[src/rtl/ysyx_22041211_ifu_if.sv]
// Fetch-unit bus bundle: redirect input, imem req/ack port and decoder valid/ready port.
// fetch_fault_o exists only when YSYX_22041211_IFU_MISALIGN_EN is defined.
interface ysyx_22041211_ifu_if;
  logic        redirect_valid_i;
  logic [31:0] redirect_pc_i;
  logic        imem_req_o;
  logic [31:0] imem_addr_o;
  logic        imem_ack_i;
  logic [31:0] imem_rdata_i;
  logic        inst_valid_o;
  logic        inst_ready_i;
  logic [31:0] inst_o;
  logic [31:0] pc_o;
`ifdef YSYX_22041211_IFU_MISALIGN_EN
  logic        fetch_fault_o;
`endif

  modport master (
    input  redirect_valid_i, redirect_pc_i, imem_ack_i, imem_rdata_i, inst_ready_i,
    output imem_req_o, imem_addr_o, inst_valid_o, inst_o, pc_o
`ifdef YSYX_22041211_IFU_MISALIGN_EN
    , output fetch_fault_o
`endif
  );

  modport slave (
    output redirect_valid_i, redirect_pc_i, imem_ack_i, imem_rdata_i, inst_ready_i,
    input  imem_req_o, imem_addr_o, inst_valid_o, inst_o, pc_o
`ifdef YSYX_22041211_IFU_MISALIGN_EN
    , input fetch_fault_o
`endif
  );
endinterface

[src/rtl/ysyx_22041211_ifu.sv]
// Instruction fetch unit: one imem transaction per word, registered hand-off to the decoder.
// YSYX_22041211_IFU_MISALIGN_EN enables misaligned-redirect faults and the HALT state.
module ysyx_22041211_ifu #(
  parameter logic [31:0] RESET_PC = 32'h8000_0000
) (
  input logic                 clk,
  input logic                 rst,
  ysyx_22041211_ifu_if.master bus
);

  typedef enum logic [2:0] {
    S_IDLE  = 3'd0,
    S_FETCH = 3'd1,
    S_DROP  = 3'd2,
    S_OUT   = 3'd3
`ifdef YSYX_22041211_IFU_MISALIGN_EN
    , S_HALT = 3'd4
`endif
  } state_t;

  state_t      r_state, w_state_nxt;
  logic [31:0] r_pc, w_pc_nxt;
  logic [31:0] r_tgt, w_tgt_nxt;
  logic [31:0] r_inst, w_inst_nxt;
  logic [31:0] r_pc_out, w_pc_out_nxt;
  logic        r_valid, w_valid_nxt;
  logic        w_jump;
  logic [31:0] w_jump_pc;
  logic [31:0] w_redir_pc;
  logic        w_redir;

  assign w_redir = bus.redirect_valid_i;

`ifdef YSYX_22041211_IFU_MISALIGN_EN
  logic r_fault, w_fault_nxt;
  assign w_redir_pc        = bus.redirect_pc_i;
  assign bus.fetch_fault_o = r_fault;
`else
  assign w_redir_pc = bus.redirect_pc_i & 32'hFFFF_FFFC;
`endif

  assign bus.imem_req_o   = (r_state == S_FETCH) || (r_state == S_DROP);
  assign bus.imem_addr_o  = r_pc;
  assign bus.inst_valid_o = r_valid;
  assign bus.inst_o       = r_inst;
  assign bus.pc_o         = r_pc_out;

  always_comb begin
    w_state_nxt  = r_state;
    w_pc_nxt     = r_pc;
    w_tgt_nxt    = r_tgt;
    w_inst_nxt   = r_inst;
    w_pc_out_nxt = r_pc_out;
    w_valid_nxt  = r_valid;
    w_jump       = 1'b0;
    w_jump_pc    = w_redir_pc;
`ifdef YSYX_22041211_IFU_MISALIGN_EN
    w_fault_nxt  = r_fault;
`endif
    case (r_state)
      S_IDLE: w_state_nxt = S_FETCH;
      S_FETCH: begin
        if (bus.imem_ack_i && !w_redir) begin
          w_inst_nxt   = bus.imem_rdata_i;
          w_pc_out_nxt = r_pc;
          w_valid_nxt  = 1'b1;
          w_state_nxt  = S_OUT;
        end else if (bus.imem_ack_i) begin
          w_jump = 1'b1;
        end else if (w_redir) begin
          // The bus address must hold until ack, so park the target.
          w_tgt_nxt   = w_redir_pc;
          w_state_nxt = S_DROP;
        end
      end
      S_DROP: begin
        if (bus.imem_ack_i) begin
          w_jump = 1'b1;
          if (!w_redir) w_jump_pc = r_tgt;
        end else if (w_redir) begin
          w_tgt_nxt = w_redir_pc;
        end
      end
      S_OUT: begin
        if (w_redir) begin
          w_jump = 1'b1;
        end else if (bus.inst_ready_i) begin
          w_valid_nxt = 1'b0;
          w_pc_nxt    = r_pc + 32'd4;
          w_state_nxt = S_FETCH;
`ifdef YSYX_22041211_IFU_MISALIGN_EN
          if (r_fault) begin
            w_pc_nxt    = r_pc;
            w_fault_nxt = 1'b0;
            w_state_nxt = S_HALT;
          end
`endif
        end
      end
`ifdef YSYX_22041211_IFU_MISALIGN_EN
      S_HALT: if (w_redir) w_jump = 1'b1;
`endif
      default: w_state_nxt = S_IDLE;
    endcase

    if (w_jump) begin
      w_pc_nxt    = w_jump_pc;
      w_valid_nxt = 1'b0;
      w_state_nxt = S_FETCH;
`ifdef YSYX_22041211_IFU_MISALIGN_EN
      w_fault_nxt = 1'b0;
      // Misaligned target: no bus request, report the fault as a pseudo-instruction.
      if (w_jump_pc[1:0] != 2'b00) begin
        w_valid_nxt  = 1'b1;
        w_fault_nxt  = 1'b1;
        w_inst_nxt   = 32'd0;
        w_pc_out_nxt = w_jump_pc;
        w_state_nxt  = S_OUT;
      end
`endif
    end
  end

  always_ff @(posedge clk or posedge rst) begin
    if (rst) begin
      r_state  <= S_IDLE;
      r_pc     <= RESET_PC;
      r_tgt    <= RESET_PC;
      r_inst   <= 32'd0;
      r_pc_out <= 32'd0;
      r_valid  <= 1'b0;
`ifdef YSYX_22041211_IFU_MISALIGN_EN
      r_fault  <= 1'b0;
`endif
    end else begin
      r_state  <= w_state_nxt;
      r_pc     <= w_pc_nxt;
      r_tgt    <= w_tgt_nxt;
      r_inst   <= w_inst_nxt;
      r_pc_out <= w_pc_out_nxt;
      r_valid  <= w_valid_nxt;
`ifdef YSYX_22041211_IFU_MISALIGN_EN
      r_fault  <= w_fault_nxt;
`endif
    end
  end

endmodule

[src/flat_wrapper.sv]
// flat-port wrapper written by rule: the top's interface ports become plain ports
module ysyx_22041211_ifu_flat 
#(
  parameter logic [31:0] RESET_PC = 32'h8000_0000
)
  (clk, rst, bus_redirect_valid_i, bus_redirect_pc_i, bus_imem_ack_i, bus_imem_rdata_i, bus_inst_ready_i, bus_imem_req_o, bus_imem_addr_o, bus_inst_valid_o, bus_inst_o, bus_pc_o);
  ysyx_22041211_ifu_if bus_i ();
  input logic clk;
  input logic rst;
  input wire logic [$bits(bus_i.redirect_valid_i)-1:0] bus_redirect_valid_i;
  input wire logic [$bits(bus_i.redirect_pc_i)-1:0] bus_redirect_pc_i;
  input wire logic [$bits(bus_i.imem_ack_i)-1:0] bus_imem_ack_i;
  input wire logic [$bits(bus_i.imem_rdata_i)-1:0] bus_imem_rdata_i;
  input wire logic [$bits(bus_i.inst_ready_i)-1:0] bus_inst_ready_i;
  output wire logic [$bits(bus_i.imem_req_o)-1:0] bus_imem_req_o;
  output wire logic [$bits(bus_i.imem_addr_o)-1:0] bus_imem_addr_o;
  output wire logic [$bits(bus_i.inst_valid_o)-1:0] bus_inst_valid_o;
  output wire logic [$bits(bus_i.inst_o)-1:0] bus_inst_o;
  output wire logic [$bits(bus_i.pc_o)-1:0] bus_pc_o;
  assign bus_i.redirect_valid_i = bus_redirect_valid_i;
  assign bus_i.redirect_pc_i = bus_redirect_pc_i;
  assign bus_i.imem_ack_i = bus_imem_ack_i;
  assign bus_i.imem_rdata_i = bus_imem_rdata_i;
  assign bus_i.inst_ready_i = bus_inst_ready_i;
  assign bus_imem_req_o = bus_i.imem_req_o;
  assign bus_imem_addr_o = bus_i.imem_addr_o;
  assign bus_inst_valid_o = bus_i.inst_valid_o;
  assign bus_inst_o = bus_i.inst_o;
  assign bus_pc_o = bus_i.pc_o;
  ysyx_22041211_ifu #(.RESET_PC(RESET_PC)) u_core (.clk(clk), .rst(rst), .bus(bus_i));
endmodule
[config.mk]
export PLATFORM = sky130hd
export DESIGN_NAME = ysyx_22041211_ifu_flat
export DESIGN_NICKNAME = d
export VERILOG_FILES = /design/src/rtl/ysyx_22041211_ifu_if.sv /design/src/rtl/ysyx_22041211_ifu.sv /design/src/flat_wrapper.sv
export SDC_FILE = /design/constraint.sdc
export NUM_CORES = 1
export LEC_CHECK = 0
export ABC_CLOCK_PERIOD_IN_PS = 5100
export CORE_MARGIN = 2
export CORE_UTILIZATION = 23
export CTS_CLUSTER_DIAMETER = 30
export DETAILED_ROUTE_END_ITERATION = 16
export PLACE_DENSITY = 0.5
export SLEW_MARGIN = 20
export SYNTH_ARGS = -nofsm -noshare
export SYNTH_HDL_FRONTEND = slang
export SYNTH_SLANG_ARGS = --single-unit
[constraint.sdc]
create_clock -name clk -period 5.1 [get_ports clk]
set_clock_uncertainty 0.1 [all_clocks]
set_input_delay 1.53 -clock clk [delete_from_list [all_inputs] [get_ports clk]]
set_output_delay 1.53 -clock clk [all_outputs]
set_load 0.01 [all_outputs]
# == Word level (Yosys, flattened, before mapping) ==
# Index checks and enable logic that the tools add are counted.
# totals
regBits,132
word_cells,57
# op_classes
addsub,1
n_mux,26
eq_ne,11
reduce_logical,13
# ops
cell,n
two-way mux 32 bit,9
case mux 32 bit (2 select lines),1
adder 32 x 3 -> 32 bit (second input constant),1
two-way mux 3 bit,6
case mux 3 bit (4 select lines),1
!= test 3 x 2 -> 1 bit (second input constant),3
!= test 4 x 3 -> 1 bit (second input constant),2
two-way mux 1 bit,7
== test 3 x 2 -> 1 bit (second input constant),2
nonzero test 2 bit,3
AND reduction 5 bit,1
!= test 2 x 1 -> 1 bit (second input constant),2
AND reduction 2 bit,2
AND reduction 4 bit,1
== test 3 x 1 -> 1 bit (second input constant),1
zero test 3 bit,1
case mux 1 bit (3 select lines),1
AND reduction 3 bit,1
nonzero test 3 bit,1
!= test 2 bit (second input constant),1
case mux 1 bit (2 select lines),1
logical AND 1 bit,1
zero test 1 bit,1
logical OR 1 bit,1

# == Logic depth before layout (Yosys ltp) ==
# Gate-level depths: netlist (run 1).
# logic_depth
depth_word,6
depth_mapped,9
ltp_nobuf,7

# == Least setup slack after synthesis (run 1) ==
# No wires, ideal clock.
# synth_path
path_kind,input to register
start,in bus_redirect_valid_i
end,reg u_core.r_inst[0] (netlist: u_core.bus.inst_o[0])
setup_slack_ns,2.164
t_required_ns,4.875
arrival_time_ns,2.711
stages,5
cell_sequence,clkbuf_1 nand3b_1 buf_2 buf_2 mux2_2
# synth_via
elab_chain_len,3
# synth_rtl
element,line_no,text
start: declaration,flat_wrapper.sv:10,input wire logic [$bits(bus_i.redirect_valid_i)-1:0] bus_redirect_valid_i;
zero test 1 bit,ysyx_22041211_ifu.sv:63,if (bus.imem_ack_i && !w_redir) begin
logical AND 1 bit,ysyx_22041211_ifu.sv:63,
AND reduction 2 bit (no line),--,
end signal: assignment,ysyx_22041211_ifu.sv:139,r_inst <= w_inst_nxt;
end: declaration,ysyx_22041211_ifu.sv:24,"logic [31:0] r_inst, w_inst_nxt;"
# Every way passes these cells.
# A chain may end at the register's enable or synchronous reset.

# == Worst setup path in the final report (run 1) ==
# layout_path
start,in bus_redirect_valid_i
end,reg u_core.r_pc[29] (netlist: u_core.bus.imem_addr_o[29])
# layout_via
elab_chain_len,6
word_cells_on_any_way,13
classes_between,1 x eq/ne; 7 x mux; 5 x reduce/logical
# layout_rtl
element,line_no,text
zero test 1 bit,ysyx_22041211_ifu.sv:63,
logical AND 1 bit,ysyx_22041211_ifu.sv:63,
two-way mux 1 bit,ysyx_22041211_ifu.sv:63,
case mux 1 bit (3 select lines),ysyx_22041211_ifu.sv:60,case (r_state)
!= test 2 x 1 -> 1 bit (no line) or nonzero test 2 bit (tied branches),--,
AND reduction 3 bit (no line),--,
end signal: assignment,ysyx_22041211_ifu.sv:137,r_pc <= w_pc_nxt;
end: declaration,ysyx_22041211_ifu.sv:22,"logic [31:0] r_pc, w_pc_nxt;"
# Parallel ways exist; a longest one is shown, timed or not.

==> run summary, run 1 <==
DRT antenna net count -> 0
Critical path type -> input pin to register
Status -> finished, final reports clean
Setup crit start kind -> input pin
Gate Count Post-Synth -> 501
EDFF count, synth -> 0
Fin. Hold Viols -> 0
Worst skew pair latency -> 420 ps
Total GRT Usage -> 12.2%
Worst-Margin Slew -> 840 ps
TritonCTS Sinks -> 131
PostCTS Resize Cnt -> 0
Drt pass-1 iters -> 4
Detailed Route Iter0 Violations -> 107
PD cells -> 621 nW/um^2
Sequential share of the synthesized area -> 55.6%
Post-synth cell types -> 43
Most instantiated cells after synthesis -> dfrtp_1 (129), mux2_2 (93), nand2_1 (76), a21oi_1 (27), and3_1 (23)
Largest net degree at the start of global routing -> 54
Critical Path Sink Type -> register
Synth async-reset ratio -> 100%
Avg WL per Cell -> 15.7 um
Inst Count DP -> 976
Syn nets -> 576
Non-filler cells, final -> 1009
Synth warnings -> 0
Num ports -> 167
CP max stage cell -> nor4_4
CP peak stage delay -> 770 ps
Synth Flop Type -> dfrtp_1
Initial antenna violation count -> 1
Die height -> 164 um
HP Class -> register to register
RR Endpoint -> u_core.bus.imem_addr_o[14]
Fmax -> 0.276 GHz
R2R Path Start -> u_core.r_state[0]
RSZ-0062 raised after global routing -> false
# diodes -> 0
Internal reg-to-reg setup slack -> 2620 ps
CTS tree -> yes
Worst setup endpoint -> u_core.bus.imem_addr_o[29]
Cts bufs inserted -> 17
Most area-consuming cells after synthesis -> dfrtp_1 (55%), mux2_2 (18%), nand2_1 (4.8%)
Syn Std Cell Area -> 5900 sq um
Avg Cell Area, Syn -> 11.8 sq um
Congestion Overflow GR -> 0
Post-CTS Setup Repair Bufs -> 0
Area growth syn-to-layout -> 44.9%
CP Data Arrival Time -> 3790 ps
Most common cell in the netlist -> dfrtp_1
DRC errors left -> 0
Reg clk slew, reported paths -> 60 ps
Crit-path cells -> clkdlybuf4s50_1 > nand3b_2 > nor4_4 > nand4_1 > xor2_1 > a21oi_1
Endpoints failing setup -> 0
RD Place Congestion -> 0.713
Final period util -> 71.0%
Slew Viols, Final -> 0
Root Buffer -> clkbuf_16
# hold bufs at CTS -> 0
Die outline width -> 164 um
Max cap viols -> 0
Worst-path fanout max -> 12
Synth area leader -> dfrtp_1
Die ar. -> 26900 sq um
Placed wire-length estimate -> 11.3 mm
Normalized max-slew margin -> 43.7%
Vias per cell -> 4.35
CTS H-Tree Depth -> 4
Leak -> 0.00354 uW
Share of layout cells above drive strength 1 -> 21.6%
Drt total wl -> 15.8 mm
VDD IR max -> 0.191 mV
Port bufs -> 164
Vias in the first global route -> 4546
Clock Path Buffers -> 2
Fin Setup TNS -> 0 ps
R2R cell count -> 6
Critical Path Source -> bus_redirect_valid_i
Min cycle time layout -> 3620 ps
Fin nets -> 741
Power Total -> 5300 uW
Hold Worst Slack -> 386 ps
Via Count -> 4392
FP Rows -> 58
Starting density of the core -> 23.4%
Critical path data required time -> 5270 ps
Synth top area share -> 54.7%
Core area -> 25200 sq um
First-pass GRT wire length -> 25.0 mm
Synth Register Bits -> 131
placed cells by master (no fill, tap or decap), types with 5 or more instances in the layout:
cell,netlist,routed
a21oi_1,27,27
nand2_1,76,76
a31oi_1,7,7
buf_4,1,5
dfrtp_1,129,129
nor2_1,18,16
xor2_1,21,21
clkinvlp_4,0,5
xnor2_1,7,7
nand3_1,15,15
clkbuf_16,0,17
clkdlybuf4s50_1,0,164
nand4_1,10,10
and3_1,23,23
ha_1,6,6
mux2_2,93,93
where the power goes:
group	leakage, uW	total (uW)	switching (uW)	internal [uW]
logic	0.00173	2100	868	1230
registers	0.00152	1950	394	1550
clock network	0.000285	1250	473	781
total	0.00354	5300	1740	3570
metal layers:
layer / vias to the layer above / share of wire, % / track usage [%]
li1: 2082 / - / -
met1: 2182 / 42 / 14.9
met2: 112 / 50 / 20.8
met3: 14 / 6.2 / 3.74
met4: 2 / 0.90 / 3.23
met5: - / 0.063 / 0
flip-flops by register name, summed over array words and instances, names as in the netlist:
| name | cells |
|---|---|
| u_core.bus.imem_addr_o | 32 |
| u_core.bus.inst_o | 32 |
| u_core.bus.inst_valid_o | 1 |
| u_core.bus.pc_o | 32 |
| u_core.r_state | 2 |
| u_core.r_tgt | 32 |
area by class of cell:
class                      count  area, sq um
clock buffer                  19          443
fill                        2483        16600
timing repair buffer         172         1740
multi-input combinational    339         2490
sequential                   131         3280
inverter                       5         22.5
tap                          330          413
clock inverter                13          161
stage by stage:
step / utilization [%] / cell area (sq um) / worst slack (ps)
2_1_floorplan: - / 5900 / 1850
3_3_place_gp: 31.5 / 7920 / 1030
3_5_place_dp: 31.5 / 7920 / 1050
4_1_cts: 33.9 / 8530 / 1410
5_1_grt: 33.9 / 8550 / 1360
6_report: 33.9 / 8550 / 1480
how the worst min path moves through the flow:
stage / startpoint / depth (start not counted) / to / slack (ps)
detailed placement: u_core.r_tgt[0] / 1 / u_core.r_tgt[0] / 370
CTS: u_core.r_tgt[1] / 1 / u_core.r_tgt[1] / 390
finish: u_core.r_tgt[1] / 1 / u_core.r_tgt[1] / 390
floorplan: u_core.r_tgt[0] / 1 / u_core.r_tgt[0] / 350
global route: u_core.r_tgt[1] / 1 / u_core.r_tgt[1] / 400
global placement: u_core.r_tgt[1] / 1 / u_core.r_tgt[1] / 370
critical path, delay by kind of cell:
| family | cells | cell delay (ps) |
|---|---|---|
| AOI/OAI and AO/OA | 1 | 80 |
| xor gates and xnor gates | 1 | 190 |
| and+or+nand+nor | 3 | 1410 |
| buffers and inverters | 1 | 590 |
cells by family after synthesis:
| family | after synthesis | share of synthesized area (%) |
|---|---|---|
| AO/OA/AOI/OAI | 45 | 4.29 |
| XOR/XNOR | 28 | 4.16 |
| adder cells (fa/ha/maj) | 6 | 1.27 |
| buffers and inverters | 31 | 2.31 |
| flip-flops | 131 | 55.6 |
| multiplexers | 94 | 17.9 |
| AND/OR/NAND/NOR | 166 | 14.4 |
(Power assumes the default switching activity.)
==> run 2: changes to the inputs <==
ABC_CLOCK_PERIOD_IN_PS = 3100   (was 5100)
clock period = 3.1 ns   (was 5.1 ns; I/O delays follow)
==> run summary, run 2 (same netlist as run 1, synthesis figures left out) <==
CTS H-Tree Depth -> 4 (unchanged)
Worst-path fanout max -> 4 (-8)
PD cells -> 1010 nW/um^2 (+64%)
Non-filler cells, final -> 1015 (+0.59%)
Inst Count DP -> 983 (+0.72%)
First-pass GRT wire length -> 24.7 mm (-1.3%)
Hold Path Depth -> 2 (+1)
DRT antenna net count -> 0 (unchanged)
Hold path startpoint -> u_core.bus.pc_o[8]
Fin. Hold Viols -> 0 (unchanged)
CP Data Arrival Time -> 1890 ps (-1900 ps)
Core area -> 25200 sq um (unchanged)
Top Layer Used -> met4
Initial antenna violation count -> 0 (-1)
Util after Layout -> 34.2% (+0.22 points)
M1 WL -> 7.02 mm (+4.3%)
Area growth syn-to-layout -> 45.8%
VDD IR max -> 0.366 mV (+91%)
CP peak stage delay -> 610 ps (-160 ps)
Avg WL per Cell -> 15.8 um (+0.46%)
Sink of the worst hold path -> u_core.bus.pc_o[8]
Die outline width -> 164 um (unchanged)
Total GRT Usage -> 12.0% (-0.18 points)
Share of layout cells above drive strength 1 -> 22.2% (+0.54 points)
CTS tree -> yes
Min cycle time layout -> 2920 ps
Hold Worst Slack -> 391 ps (+4.65 ps)
Final period util -> 94.2%
Endpoints failing setup -> 0 (unchanged)
Placed wire-length estimate -> 11.3 mm (-0.10%)
Congestion Overflow GR -> 0 (unchanged)
Leading cell types in the layout, fill and taps excluded -> clkdlybuf4s50_1 (164), dfrtp_1 (129), mux2_2 (93)
Setup crit start kind -> register
Internal reg-to-reg setup slack -> 800 ps (-1820 ps)
Worst-Margin Slew -> 675 ps (-166 ps)
Fmax -> 0.342 GHz
CP max stage cell -> clkdlybuf4s50_1
Vias in the first global route -> 4549 (+0.066%)
Post-CTS Setup Repair Bufs -> 0 (unchanged)
RSZ-0062 raised after global routing -> false
Worst skew pair latency -> 410 ps (about the same)
FP Rows -> 58 (unchanged)
Num ports -> 167 (unchanged)
Drt pass-1 iters -> 4 (unchanged)
# diodes -> 0 (unchanged)
Die ar. -> 26900 sq um (unchanged)
Largest net degree at the start of global routing -> 71 (+31%)
Reg clk slew, reported paths -> 60 ps (about the same)
Fillers -> 2497 (+0.56%)
PostCTS Resize Cnt -> 0 (unchanged)
Starting density of the core -> 23.4% (unchanged)
Via Count -> 4364 (-0.64%)
Fin Setup TNS -> 0 ps (unchanged)
Detailed Route Iter0 Violations -> 110 (+2.8%)
Cts bufs inserted -> 17 (unchanged)
Most common cell after layout, fill and taps aside -> clkdlybuf4s50_1
R2R cell count -> 6 (unchanged)
Leak -> 0.00358 uW (+1.2%)
Status -> finished, final reports clean
R2R Path Start -> u_core.r_state[1]
RR Endpoint -> u_core.r_state[0]
Critical path data required time -> 2070 ps (-3200 ps)
Die height -> 164 um (unchanged)
DRC errors left -> 0 (unchanged)
Drt total wl -> 16.0 mm (+1.1%)
Vias per cell -> 4.30 (-1.2%)
TritonCTS Sinks -> 131 (unchanged)
Crit-path cells -> inv_1 > ha_1 > clkdlybuf4s50_1
Max cap viols -> 0 (unchanged)
Port bufs -> 164 (unchanged)
# hold bufs at CTS -> 0 (unchanged)
Normalized max-slew margin -> 55.0% (+11 points)
Met3 wire len -> 908 um (-7.8%)
Clock Path Buffers -> 2 (unchanged)
Reg area -> 3280 sq um (unchanged)
Slew Viols, Final -> 0 (unchanged)
Metal2 WL -> 7.89 mm (-1.2%)
Critical path type -> register to primary output
Root Buffer -> clkbuf_16
Area of the multi-input gates -> 2490 sq um (unchanged)
RD Place Congestion -> 0.745 (+4.4%)
Power Total -> 8730 uW (+65%)
Critical Path Sink Type -> primary output
HP Class -> register to register
Fin nets -> 747 (+0.81%)
## run 2: per-layer routing
metal	up-vias	GRT usage, %
li1	2085	-
met1	2161	14.4
met2	105	20.5
met3	13	3.81
met4	0	3.67
met5	-	0
## run 2: final cells by class
class	instances	share of cell area, %
repair buffers	178	21.0
well taps	330	4.80
inverters	5	0.262
multi-input cells	339	28.9
flip-flops and latches	131	38.1
clock inverters	9	1.19
clock buffers	23	5.67
## run 2: how the worst max path moves through the flow
stage                                           end  slack, ps              start
after floorplan           u_core.bus.imem_addr_o[0]        450                rst
after global placement            u_core.r_state[0]        190     bus_imem_ack_i
after detailed placement          u_core.r_state[0]         50     bus_imem_ack_i
after CTS                            bus_imem_req_o        170  u_core.r_state[0]
after global routing                 bus_imem_req_o        100  u_core.r_state[1]
final                                bus_imem_req_o        180  u_core.r_state[0]
## run 2: per-stage QoR
step	worst slack, ps	cell area, sq um
after floorplan	448	5900
after global placement	192	8010
after detailed placement	52.6	8010
after CTS	173	8600
after global routing	98.8	8600
final	180	8600
## run 2: where the power goes
part	leakage [uW]	total, uW	switching, uW	internal, uW
Combinational	0.00177	3520	1450	2070
Clock	0.000285	2010	747	1260
Sequential	0.00152	3200	642	2550
## run 2: critical path: cells and delay by family (launching register included)
family | cells | cell delay [ps]
buffers and inverters | 2 | 720
DFF | 1 | 410
adders and majority gates | 1 | 340
